==> src/rtl/sisc_ifetch_queue.sv <==
// Sequential instruction prefetcher feeding a circular queue; entries appear on deq_* one cycle after the memory acknowledge.
// Memory back-pressure holds mem_addr steady; a full queue or halt stops new requests; redirect flushes and refetches.
module sisc_ifetch_queue #(
  parameter int                  WIDTH    = 32,
  parameter int                  ADDRSIZE = 12,
  parameter int                  QDEPTH   = 3,
  parameter logic [ADDRSIZE-1:0] RESET_PC = '0,
  parameter int                  CNTW     = $clog2(QDEPTH+1)
) (
  input  logic                clock,
  input  logic                reset,
  output logic                mem_req,
  output logic [ADDRSIZE-1:0] mem_addr,
  input  logic                mem_ack,
  input  logic [WIDTH-1:0]    mem_rdata,
  output logic                deq_valid,
  output logic [WIDTH-1:0]    deq_instr,
  output logic [ADDRSIZE-1:0] deq_pc,
  input  logic                deq_ready,
  input  logic                redirect,
  input  logic [ADDRSIZE-1:0] redirect_pc,
  input  logic                halt,
  output logic [CNTW-1:0]     qsize,
  output logic                full,
  output logic                empty
);

  localparam int PW = (QDEPTH > 1) ? $clog2(QDEPTH) : 1;
  typedef logic [PW-1:0] ptr_t;
  localparam ptr_t LAST = ptr_t'(QDEPTH - 1);

  logic [WIDTH-1:0]    r_instr [QDEPTH];
  logic [ADDRSIZE-1:0] r_pc    [QDEPTH];
  ptr_t                r_hptr;
  ptr_t                r_tptr;
  logic [CNTW-1:0]     r_qsize;
  logic                r_mem_req;
  logic [ADDRSIZE-1:0] r_fetch_pc;
  logic [WIDTH-1:0]    r_deq_instr;
  logic [ADDRSIZE-1:0] r_deq_pc;

  logic                w_push;
  logic                w_pop;
  ptr_t                w_hptr_inc;
  ptr_t                w_tptr_inc;
  ptr_t                w_hptr_next;
  ptr_t                w_tptr_next;
  logic [CNTW-1:0]     w_qsize_next;
  logic                w_req_next;
  logic [WIDTH-1:0]    w_head_instr;
  logic [ADDRSIZE-1:0] w_head_pc;

  assign w_push     = r_mem_req & mem_ack & ~redirect;
  assign w_pop      = (r_qsize != '0) & deq_ready & ~redirect;
  assign w_hptr_inc = (r_hptr == LAST) ? '0 : r_hptr + ptr_t'(1);
  assign w_tptr_inc = (r_tptr == LAST) ? '0 : r_tptr + ptr_t'(1);

  always_comb begin
    w_hptr_next  = r_hptr;
    w_tptr_next  = r_tptr;
    w_qsize_next = r_qsize;
    if (redirect) begin
      w_hptr_next  = '0;
      w_tptr_next  = '0;
      w_qsize_next = '0;
    end else begin
      if (w_pop)  w_hptr_next = w_hptr_inc;
      if (w_push) w_tptr_next = w_tptr_inc;
      w_qsize_next = r_qsize + CNTW'(w_push) - CNTW'(w_pop);
    end
  end

  // An unacknowledged request is held regardless of halt so the address never changes under memory.
  always_comb begin
    w_req_next = 1'b0;
    if (!redirect) begin
      if (r_mem_req && !mem_ack) w_req_next = 1'b1;
      else                       w_req_next = ~halt & (w_qsize_next < CNTW'(QDEPTH));
    end
  end

  // The next head is the word being written this cycle only when the queue was otherwise empty.
  always_comb begin
    w_head_instr = r_deq_instr;
    w_head_pc    = r_deq_pc;
    if (w_qsize_next != '0) begin
      if (w_push && (w_hptr_next == r_tptr)) begin
        w_head_instr = mem_rdata;
        w_head_pc    = r_fetch_pc;
      end else begin
        w_head_instr = r_instr[w_hptr_next];
        w_head_pc    = r_pc[w_hptr_next];
      end
    end
  end

  always_ff @(posedge clock) begin
    if (w_push) begin
      r_instr[r_tptr] <= mem_rdata;
      r_pc[r_tptr]    <= r_fetch_pc;
    end
  end

  always_ff @(posedge clock or negedge reset) begin
    if (!reset) begin
      r_hptr      <= '0;
      r_tptr      <= '0;
      r_qsize     <= '0;
      r_mem_req   <= 1'b0;
      r_fetch_pc  <= RESET_PC;
      r_deq_instr <= '0;
      r_deq_pc    <= '0;
    end else begin
      r_hptr      <= w_hptr_next;
      r_tptr      <= w_tptr_next;
      r_qsize     <= w_qsize_next;
      r_mem_req   <= w_req_next;
      r_deq_instr <= w_head_instr;
      r_deq_pc    <= w_head_pc;
      if (redirect)    r_fetch_pc <= redirect_pc;
      else if (w_push) r_fetch_pc <= r_fetch_pc + ADDRSIZE'(1);
    end
  end

  assign mem_req   = r_mem_req;
  assign mem_addr  = r_fetch_pc;
  assign qsize     = r_qsize;
  assign full      = (r_qsize == CNTW'(QDEPTH));
  assign empty     = (r_qsize == '0);
  assign deq_valid = ~empty;
  assign deq_instr = r_deq_instr;
  assign deq_pc    = r_deq_pc;

endmodule

==> config.mk <==
export PLATFORM = sky130hd
export DESIGN_NAME = sisc_ifetch_queue
export DESIGN_NICKNAME = d
export VERILOG_FILES = /design/src/rtl/sisc_ifetch_queue.sv
export SDC_FILE = /design/constraint.sdc
export NUM_CORES = 1
export LEC_CHECK = 0
export BUFFER_PORTS_ARGS = -buffer_cell sky130_fd_sc_hd__buf_2
export CAP_MARGIN = 15
export CORE_UTILIZATION = 63
export CTS_BUF_LIST = sky130_fd_sc_hd__clkbuf_2 sky130_fd_sc_hd__clkbuf_4 sky130_fd_sc_hd__clkbuf_8
export CTS_CLUSTER_SIZE = 10
export DETAILED_ROUTE_END_ITERATION = 8
export GPL_TIMING_DRIVEN = 0
export PLACE_DENSITY = 0.86
export SLEW_MARGIN = 10
export SYNTH_ARGS = -nofsm -noshare
export SYNTH_HDL_FRONTEND = slang
export SYNTH_SLANG_ARGS = --single-unit
export TNS_END_PERCENT = 10
==> constraint.sdc <==
create_clock -name clock -period 6.73 [get_ports clock]
set_input_delay 1.346 -clock clock [delete_from_list [all_inputs] [get_ports clock]]
set_output_delay 1.346 -clock clock [all_outputs]
set_load 0.01 [all_outputs]
==> flow_summary_export.csv <==
group,metric,value,unit
sta,worst_slew_pin_slew,0.804,ns
cts,cts_resized,0,
die,fp.dieH,115,um
synthesis,avgSynthCellArea,14.5,um2
setup_path,critPathCaptureType,"flop",
setup_path,worstPathArrival,4.54,ns
detailed_routing,drc,0,
global_routing,overflow,0,
pwr,irDropWorstVdd,0.000168,V
cts,cts_buffers,17,
pwr,swShare,27.6,%
pwr,comb_power_share,20.5,%
cts,cts_max_level,4,
synthesis,ys_seq_area_share,69.3,%
die,rows,40,
placed_design,port_buffers,111,
cts,cts_tree,"built",
sta,setup_viol_count_final,0,
synthesis,ys_ff_latch,195,
final_layout,fin_cells,876,
placed_design,placedCellCount,844,
synthesis,synthesis.area,0.00800,mm2
synthesis,async_flop_share,32.3,%
detailed_routing,final_antenna_net_count,0,
setup_path,crit_type,"input pin to flop",
pwr,total_power,2940,uW
die,start_util,65.5,%
flow_run,max_cap_viol_count,0,
pwr,power_switching,813,uW
detailed_routing,routed_wl,17500,um
global_routing,grt.total_usage,29.1,%
synthesis,synth.most_common_cell,"edfxtp_1",
sta,slew_headroom,46.2,%
die,num_io_pins,112,
setup_path,cpLargestDelayFamily,"buffers and inverters",
final_layout,postLayoutCellArea,0.00940,mm2
cts,clkTransAtPathRegs,0.09,ns
setup_path,critPathMaxFanout,10,
synthesis,syn-num-nets,603,
synthesis,netlist_instances,550,
synthesis,synthTopCellsByArea,"edfxtp_1 50%, dfrtp_1 20%, o221ai_2 7.7%, o22a_1 4.7%, o21ai_0 3.4%",
sta,clock.fmax,240,MHz
sta,hold_slack,0.491,ns
global_routing,grt_pass1_wl,27800,um
cts,cts_setup_buffers,0,
outcome,status,"completed",
sta,finalCritPeriodShare,61.9,%
pwr,clkPwrFrac,27.7,%
cts,cts_hold_buf,0,
final_layout,syn_to_final_growth,17.5,%
synthesis,synthTopCellsByCount,"132 x edfxtp_1, 63 x dfrtp_1, 59 x nand2_1",
synthesis,ys_types,41,
final_layout,nFillCells,744,
synthesis,synth_largest_area_cell,"edfxtp_1",
detailed_routing,routedWlPerCell,20.0,um
final_layout,layout-drive-gt1-share,31.9,%
global_routing,antenna_found_initial,0,
synthesis,synth_top_area_share,49.5,%
sta,drv_slew,0,
placed_design,place_hpwl,11800,um
final_layout,diodes,0,
setup_path,cp-start-kind,"input pin",
sta,finalHoldViolCount,0,
sta,clock_skew,0.00699,ns
sta,grt_setup_unrepaired,"no",
die,core-area,0.0122,mm2
detailed_routing,viasPerCell,5.92,
pwr,power.internal,2130,uW
synthesis,ys.flop_type,"edfxtp_1",
detailed_routing,vias,5189,
final_layout,nets,748,
setup_path,required,7.10,ns
setup_path,crit_buf_inv,6,
synthesis,synth-edff-count,132,
pwr,powerDensity,313,mW/mm2
setup_path,cp_slowest_cell,"clkbuf_1",
sta,period_minus_slack,4.17,ns
pwr,p_leak,0.00373,uW
cts,cts.sinks,195,
global_routing,grt_start_max_net_pins,43,
die,dieArea,0.0132,mm2
die,die-width,115,um
placed_design,placed_area,0.00896,mm2
detailed_routing,dr.pass1.iters,7,
global_routing,grt_pass1_vias,5315,
placed_design,gp_congestion,0.808,
cts,clock_latency,0.46,ns
setup_path,max_stage_delay,0.47,ns
worst_hold_path,hp-class,"flop to flop",
detailed_routing,drt_iter0_drc,378,
setup_path,crit_chain,"buf_2, buf_1, clkbuf_1, nor2_1, ha_1, inv_1, ha_1, xor3_1, nor2_1, or2_0, buf_2, clkbuf_1, nand2_1, o221ai_2",
cts,cts_root_buf,"clkbuf_8",
cts,cts_buffer_depth,2,
synthesis,ys_warn_count,0,
pwr,seqPwrFrac,51.8,%
sta,finalSetupTns,0,ns
## sequential cells by signal (all words and copies together), names as in the netlist
register,cells
qsize,2
mem_req,1
r_tptr,2
r_instr,96
deq_pc,12
r_hptr,2
mem_addr,12
deq_instr,32
r_pc,36
## through the flow
step                utilization (%)  setup WS (ns)
CTS                            76.9           2.64
global placement               71.8          -1.37
detailed placement             73.4           2.22
finish                         76.9           2.56
floorplan                         -           1.02
global route                   76.9           2.34
## power groups by stage
stage / sequential [uW] / combinational (uW) / clock (uW)
final: 1520 / 604 / 815
after global placement: 1540 / 574 / 0
after detailed placement: 1550 / 602 / 0
after global routing: 1540 / 656 / 876
after CTS: 1520 / 609 / 822
after floorplan: 1600 / 286 / 0
## cell type report
| cell class | instances | area, um2 | share of cell area (%) |
|---|---|---|---|
| Tap cell | 168 | 210 | 2.24 |
| Buffer | 33 | 199 | 2.12 |
| Multi-Input combinational cell | 273 | 2090 | 22.3 |
| Clock buffer | 22 | 284 | 3.02 |
| Clock inverter | 10 | 155 | 1.65 |
| Timing Repair Buffer | 126 | 732 | 7.79 |
| Sequential cell | 195 | 5540 | 59.0 |
| Inverter | 49 | 184 | 1.96 |
## worst min-delay path: cells and delay by family (launching register included)
family	cells	cell delay (ns)
AOI/OAI and AO/OA	1	0.05
DFF	1	0.35
and+or+nand+nor	1	0.06
## placed cells by master, fill, tap and decap left out, types with 5 or more instances in the layout
cell type / count
a21oi_1: 5
buf_2: 116
buf_4: 5
buf_6: 18
clkbuf_1: 17
clkbuf_8: 19
dfrtp_1: 63
edfxtp_1: 132
inv_1: 49
nand2_1: 59
nor2_1: 9
nor2b_1: 5
o21ai_0: 55
o221ai_2: 41
o22a_1: 43
xnor2_1: 12
## layer usage
metal	global-route usage, %	part of all wire, %	routed length (um)	vias to the layer above
met1	38.0	41	7270	2602
met5	0	0	0	-
li1	-	-	-	2344
met4	12.3	1.9	334	0
met3	6.67	6.0	1050	27
met2	47.4	51	8890	216
## path summary, 6_finish.rpt
| kind | startpoint | end | cells after the start | slack [ns] |
|---|---|---|---|---|
| worst max register to register | mem_req | deq_pc[1] | 13 | 3.47 |
| max in group asynchronous | reset | deq_instr[24] | 2 | 5.40 |
| worst min-delay path | deq_instr[17] | deq_instr[17] | 2 | 0.49 |
| min in group asynchronous | reset | deq_instr[18] | 1 | 0.78 |
| worst min register to register | deq_instr[17] | deq_instr[17] | 2 | 0.49 |
| worst max-delay path | redirect | deq_pc[1] | 14 | 2.56 |
## cell families (layout without fill, tap and decap cells)
kind of cell | count (synthesis) | after routing | share of synthesized area [%]
XOR/XNOR | 14 | 14 | 1.81
multiplexers | 3 | 3 | 0.547
adder cells (fa/ha/maj) | 3 | 3 | 0.469
AND/OR/NAND/NOR | 98 | 98 | 5.86
buffers and inverters | 82 | 240 | 4.79
AO/OA/AOI/OAI | 155 | 155 | 17.3
flip-flops | 195 | 195 | 69.3
No activity file was read; power rests on OpenSTA's default activity.
